===== config.mk =====
export PLATFORM = sky130hd
export DESIGN_NAME = nway_cache_wb
export DESIGN_NICKNAME = d
export VERILOG_FILES = /design/src/rtl/nway_cache_wb.sv
export SDC_FILE = /design/constraint.sdc
export NUM_CORES = 1
export LEC_CHECK = 0
export CORE_ASPECT_RATIO = 1.5
export CORE_MARGIN = 3
export CORE_UTILIZATION = 55
export CTS_CLUSTER_DIAMETER = 50
export DETAILED_ROUTE_END_ITERATION = 7
export GPL_TIMING_DRIVEN = 1
export PLACE_DENSITY = 0.82
export SLEW_MARGIN = 20
export SYNTH_ARGS = -nofsm -noshare
export SYNTH_HDL_FRONTEND = slang
export SYNTH_SLANG_ARGS = --single-unit

===== constraint.sdc =====
create_clock -name clk -period 9.5 [get_ports clk]
set_input_delay 0.95 -clock clk [delete_from_list [all_inputs] [get_ports clk]]
set_output_delay 0.95 -clock clk [all_outputs]
set_load 0.05 [all_outputs]

===== src/rtl/nway_cache_wb.sv =====
// nway_cache_wb: N-way set-associative write-back / write-allocate data cache, true-LRU, one word per line.
// Defining CACHE_STATS_EN adds the hit_count / miss_count outputs.
// state  | meaning
// IDLE   | serve hits with zero latency, detect misses
// WB     | write the dirty victim back, wait for mem_valid
// REFILL | fetch the missing word, install it on mem_valid
module nway_cache_wb #(
  parameter int NUM_SETS = 4,
  parameter int NUM_WAYS = 2,
  parameter int DATA_W   = 32,
  parameter int ADDR_W   = 32
) (
  input  logic              clk,
  input  logic              rst,
  input  logic              req_valid,
  input  logic              req_write,
  input  logic [ADDR_W-1:0] req_addr,
  input  logic [DATA_W-1:0] req_wdata,
  output logic              stall,
  output logic              hit,
  output logic [DATA_W-1:0] rdata,
  output logic              mem_rd,
  output logic              mem_wr,
  output logic [ADDR_W-1:0] mem_addr,
  output logic [DATA_W-1:0] mem_wdata,
  input  logic [DATA_W-1:0] mem_rdata,
  input  logic              mem_valid
`ifdef CACHE_STATS_EN
  ,
  output logic [31:0]       hit_count,
  output logic [31:0]       miss_count
`endif
);
  localparam int SET_W = $clog2(NUM_SETS);
  localparam int WAY_W = $clog2(NUM_WAYS);
  localparam int TAG_W = ADDR_W - 2 - SET_W;
  localparam logic [WAY_W-1:0] AGE_MAX = WAY_W'(NUM_WAYS - 1);

  localparam logic [1:0] IDLE   = 2'd0;
  localparam logic [1:0] WB     = 2'd1;
  localparam logic [1:0] REFILL = 2'd2;

  logic [1:0]        state;
  logic              valid_q [NUM_SETS][NUM_WAYS];
  logic              dirty_q [NUM_SETS][NUM_WAYS];
  logic [TAG_W-1:0]  tag_q   [NUM_SETS][NUM_WAYS];
  logic [DATA_W-1:0] data_q  [NUM_SETS][NUM_WAYS];
  logic [WAY_W-1:0]  age_q   [NUM_SETS][NUM_WAYS];

  logic [SET_W-1:0]  req_idx, l_idx, acc_idx;
  logic [TAG_W-1:0]  req_tag, l_tag;
  logic [WAY_W-1:0]  hit_way, vic_way, l_way, acc_way;
  logic              l_write, vic_found;
  logic [DATA_W-1:0] l_wdata;
  logic              hit_go, miss_go, refill_done, acc_en;
  logic              unused_addr_bits;

  assign req_idx = req_addr[2 +: SET_W];
  assign req_tag = req_addr[ADDR_W-1 -: TAG_W];
  assign unused_addr_bits = ^req_addr[1:0];

  always_comb begin
    hit     = 1'b0;
    hit_way = '0;
    for (int w = 0; w < NUM_WAYS; w++) begin
      if (valid_q[req_idx][w] && tag_q[req_idx][w] == req_tag) begin
        hit     = 1'b1;
        hit_way = WAY_W'(w);
      end
    end
  end

  assign rdata = data_q[req_idx][hit_way];

  // Fill empty ways first (lowest index), otherwise replace the oldest way.
  always_comb begin
    vic_found = 1'b0;
    vic_way   = '0;
    for (int w = 0; w < NUM_WAYS; w++) begin
      if (!vic_found && !valid_q[req_idx][w]) begin
        vic_found = 1'b1;
        vic_way   = WAY_W'(w);
      end
    end
    if (!vic_found) begin
      for (int w = 0; w < NUM_WAYS; w++) begin
        if (age_q[req_idx][w] == AGE_MAX) vic_way = WAY_W'(w);
      end
    end
  end

  assign hit_go      = (state == IDLE) && req_valid && hit;
  assign miss_go     = (state == IDLE) && req_valid && !hit;
  assign refill_done = (state == REFILL) && mem_valid;
  assign stall       = req_valid && !hit_go;
  assign acc_en      = hit_go || refill_done;
  assign acc_idx     = hit_go ? req_idx : l_idx;
  assign acc_way     = hit_go ? hit_way : l_way;

  always_ff @(posedge clk or posedge rst) begin
    if (rst) begin
      state     <= IDLE;
      mem_rd    <= 1'b0;
      mem_wr    <= 1'b0;
      mem_addr  <= '0;
      mem_wdata <= '0;
      l_idx     <= '0;
      l_tag     <= '0;
      l_way     <= '0;
      l_write   <= 1'b0;
      l_wdata   <= '0;
    end else begin
      case (state)
        IDLE: if (miss_go) begin
          l_idx   <= req_idx;
          l_tag   <= req_tag;
          l_way   <= vic_way;
          l_write <= req_write;
          l_wdata <= req_wdata;
          if (valid_q[req_idx][vic_way] && dirty_q[req_idx][vic_way]) begin
            state     <= WB;
            mem_wr    <= 1'b1;
            mem_addr  <= {tag_q[req_idx][vic_way], req_idx, 2'b00};
            mem_wdata <= data_q[req_idx][vic_way];
          end else begin
            state    <= REFILL;
            mem_rd   <= 1'b1;
            mem_addr <= {req_tag, req_idx, 2'b00};
          end
        end
        WB: if (mem_valid) begin
          state    <= REFILL;
          mem_wr   <= 1'b0;
          mem_rd   <= 1'b1;
          mem_addr <= {l_tag, l_idx, 2'b00};
        end
        REFILL: if (mem_valid) begin
          state  <= IDLE;
          mem_rd <= 1'b0;
        end
        default: state <= IDLE;
      endcase
    end
  end

  // Ages: accessed way becomes 0, every younger way ages by one.
  always_ff @(posedge clk or posedge rst) begin
    if (rst) begin
      for (int s = 0; s < NUM_SETS; s++) begin
        for (int w = 0; w < NUM_WAYS; w++) begin
          valid_q[s][w] <= 1'b0;
          dirty_q[s][w] <= 1'b0;
          age_q[s][w]   <= WAY_W'(w);
        end
      end
    end else begin
      if (hit_go && req_write) dirty_q[req_idx][hit_way] <= 1'b1;
      if (refill_done) begin
        valid_q[l_idx][l_way] <= 1'b1;
        dirty_q[l_idx][l_way] <= l_write;
      end
      if (acc_en) begin
        for (int w = 0; w < NUM_WAYS; w++) begin
          if (WAY_W'(w) == acc_way)
            age_q[acc_idx][w] <= '0;
          else if (age_q[acc_idx][w] < age_q[acc_idx][acc_way])
            age_q[acc_idx][w] <= age_q[acc_idx][w] + 1'b1;
        end
      end
    end
  end

  always_ff @(posedge clk) begin
    if (hit_go && req_write) data_q[req_idx][hit_way] <= req_wdata;
    if (refill_done) begin
      tag_q[l_idx][l_way]  <= l_tag;
      data_q[l_idx][l_way] <= l_write ? l_wdata : mem_rdata;
    end
  end

`ifdef CACHE_STATS_EN
  // The hit that retires a just-refilled request belongs to its miss.
  logic retry_q;
  always_ff @(posedge clk or posedge rst) begin
    if (rst) begin
      hit_count  <= '0;
      miss_count <= '0;
      retry_q    <= 1'b0;
    end else begin
      retry_q <= refill_done;
      if (hit_go && !retry_q) hit_count <= hit_count + 32'd1;
      if (miss_go) miss_count <= miss_count + 32'd1;
    end
  end
`endif

endmodule


==> run summary <==
Vias/cell -> 6.17
setup TNS -> 0 ps
synth warn -> 0
post-synthesis sequential area ratio -> 67.6%
Routed WL per cell -> 25.4 um
vias in the first global route -> 16400
flop and latch count out of synthesis -> 634
CTS max path bufs -> 3
Startpoint Class -> primary input
Core Box Area -> 48200 sq um
drt pass-1 iters -> 6
RSZ-0062 raised after global routing -> no
Synth top area share -> 53.3%
Max Clock Skew -> 21.0 ps
worst slew pin tran -> 1040 ps
ratio of cells with drive above 1 in the final layout -> 22.0%
clk_lat worst skew -> 610 ps
critical path, cell by cell -> clkbuf_8, buf_12, mux4_2, xnor2_1, or4b_4, or4_4, mux2_2, clkdlybuf4s50_1
CTS tree -> done
design area -> 31500 sq um
All-Layer GR Usage -> 24.4%
CTS Buf Count -> 58
Worst Path Max Fanout -> 86
Initial Utilization -> 56.1%
Syn Inst Count -> 1606
routability cong. -> 0.916
Routed Antenna Nets -> 0
post-CTS setup buffers -> 0
final setup violating endpoints -> 0
crit path kind -> primary input to output pin
Final Hold Slack -> 468 ps
PortBufs -> 196
Vias -> 15400
width of the die -> 187 um
most frequent cell after synthesis -> edfxtp_1
cell taking the most area after synthesis -> edfxtp_1
Fillers -> 3225
NumNets Final -> 1889
fin crit share -> 69.2%
Synth Flop Type -> edfxtp_1
overflow left after global routing -> 0
run status -> complete, no violations
most frequent cells after synthesis -> edfxtp_1 (480), dfrtp_1 (150), nand2_1 (122)
post-route insts no fill -> 2490
worst min path class -> flop to flop
WP buf/inv -> 3
fmax -> 152 MHz
Synth async-reset ratio -> 24.3%
post-place setup slack -> 2850 ps
DIE AREA -> 51900 sq um
Req. time, crit path -> 8550 ps
overall die height -> 278 um
CTS-repair resized insts -> 0
global-route wire length before repair -> 97200 um
endpoint class of the critical path -> output pin
slowest cell on the critical path -> clkdlybuf4s50_1
cts-stage hold buffer count -> 0
power density cells -> 301 nW/um^2
CTS root buf -> clkbuf_16
CP max stage delay -> 820 ps
clock-pin slew on the worst setup and hold paths -> 60 ps
top cells by area, synth -> edfxtp_1 (53%), dfrtp_1 (14%), mux4_2 (9.7%), mux2i_1 (4.0%), mux2_2 (3.2%)
IR drop worst, VDD -> 0.000285 V
crit path time final -> 6570 ps
setup ws final -> 2930 ps
Synth Cell Area -> 27000 sq um
Clock Sinks -> 634
DP HPWL -> 37900 um
placed inst area -> 29500 sq um
drt drc -> 0
# H-tree levels -> 2
P_leak -> 0.0110 uW
Post-synth EDFFs -> 480
synthesis-to-finish area growth -> 16.6%
syn avg cell area -> 16.8 sq um
Netlist cell types -> 66
Rows -> 98
Crit path max-delay family -> buffers and inverters
Hold Fails Final Rpt -> 0
# placed instances -> 2378
critical path arrival -> 5620 ps
initial drt markers -> 1627
final wirelength -> 63200 um
largest net degree at the start of global routing -> 87
Max-slew headroom -> 30.4%
I/O pin total -> 201
MaxCap Viol Count -> 0
antenna violations before repair -> 3
fin. max-slew vios -> 0
==> final cells by class <==
| type | count | area [sq um] | area share, % |
|---|---|---|---|
| tap | 650 | 813 | 2.58 |
| inverter | 19 | 76.3 | 0.242 |
| clock inverter | 23 | 299 | 0.949 |
| antenna | 2 | 5.00 | 0.0159 |
| sequential | 634 | 18300 | 58.0 |
| timing repair buffer | 218 | 2160 | 6.84 |
| clock buffer | 87 | 1680 | 5.33 |
| multi-input combinational | 857 | 8210 | 26.1 |
==> final timing paths <==
path                                        start                       end  slack (ps)  depth (start not counted)
min                        valid_q[2]$_DFFE_PP0P_    valid_q[2]$_DFFE_PP0P_         470                          1
min reg2reg                valid_q[2]$_DFFE_PP0P_    valid_q[2]$_DFFE_PP0P_         470                          1
min in group asynchronous                     rst        mem_wr$_DFFE_PP0P_         760                          2
max in group asynchronous                     rst       l_write$_DFFE_PP0P_        7500                          3
max                                   req_addr[2]                 rdata[25]        2930                          8
max reg2reg                tag_q[3][24]$_DFFE_PP_  mem_addr[22]$_DFFE_PP0P_        4590                          9
==> power by group <==
| group | internal, uW | leakage (uW) | switching [uW] |
|---|---|---|---|
| clock | 1390 | 0.000968 | 1010 |
| combinational | 1100 | 0.00398 | 1800 |
| sequential | 3810 | 0.00609 | 391 |
| total | 6300 | 0.0110 | 3200 |
==> state kept, by name (all words and copies together), names as in the netlist, 2 cells and up <==
| signal | cells |
|---|---|
| valid_q | 8 |
| age_q | 8 |
| l_idx | 2 |
| data_q | 256 |
| dirty_q | 8 |
| tag_q | 224 |
| l_wdata | 32 |
| state | 2 |
| l_tag | 28 |
| mem_addr | 30 |
| mem_wdata | 32 |
==> worst reg2reg max path: stages (launching register included) <==
cell,delay (ps)
edfxtp_1,380
mux4_2,520
xnor2_1,440
nand4_1,170
or4b_4,520
or4_4,800
and3_4,530
buf_4,480
nand2b_4,540
o221a_2,440
==> per-layer routing <==
metal / vias up / global-route usage [%] / routed length (um)
met1: 7851 / 29.8 / 23300
met2: 704 / 43.2 / 32800
met5: - / 0 / 13
met4: 2 / 9.14 / 2380
li1: 6624 / - / -
met3: 173 / 4.82 / 4780
==> metrics by stage <==
| step | util, % | total power [uW] |
|---|---|---|
| after CTS | 65.4 | 9550 |
| final | 65.4 | 9500 |
| after floorplan | - | 6190 |
| after global routing | 65.4 | 9890 |
| after detailed placement | 61.3 | 7150 |
| after global placement | 61.3 | 7020 |
==> cells in the final DEF, fill, tap and decap left out, types with 20 or more instances in the layout <==
cell type and instances:
o21ai_0 66, nand2_1 122, xnor2_1 49, mux4_2 117, mux2i_1 108, mux2_4 29
clkbuf_16 58, mux2_2 78, clkdlybuf4s50_1 194, edfxtp_1 480, buf_4 20, a21oi_1 42
nor2_1 59, dfrtp_1 149, o221a_2 29
==> kinds of logic after synthesis <==
kind of cell	share of synthesized area [%]
XOR/XNOR	1.78
buffers and inverters	2.43
other	0.0139
AND/OR/NAND/NOR	4.73
AO/OA/AOI/OAI	4.85
flip-flops	67.6
multiplexers	18.6
Power figures use the tool's default switching activity.
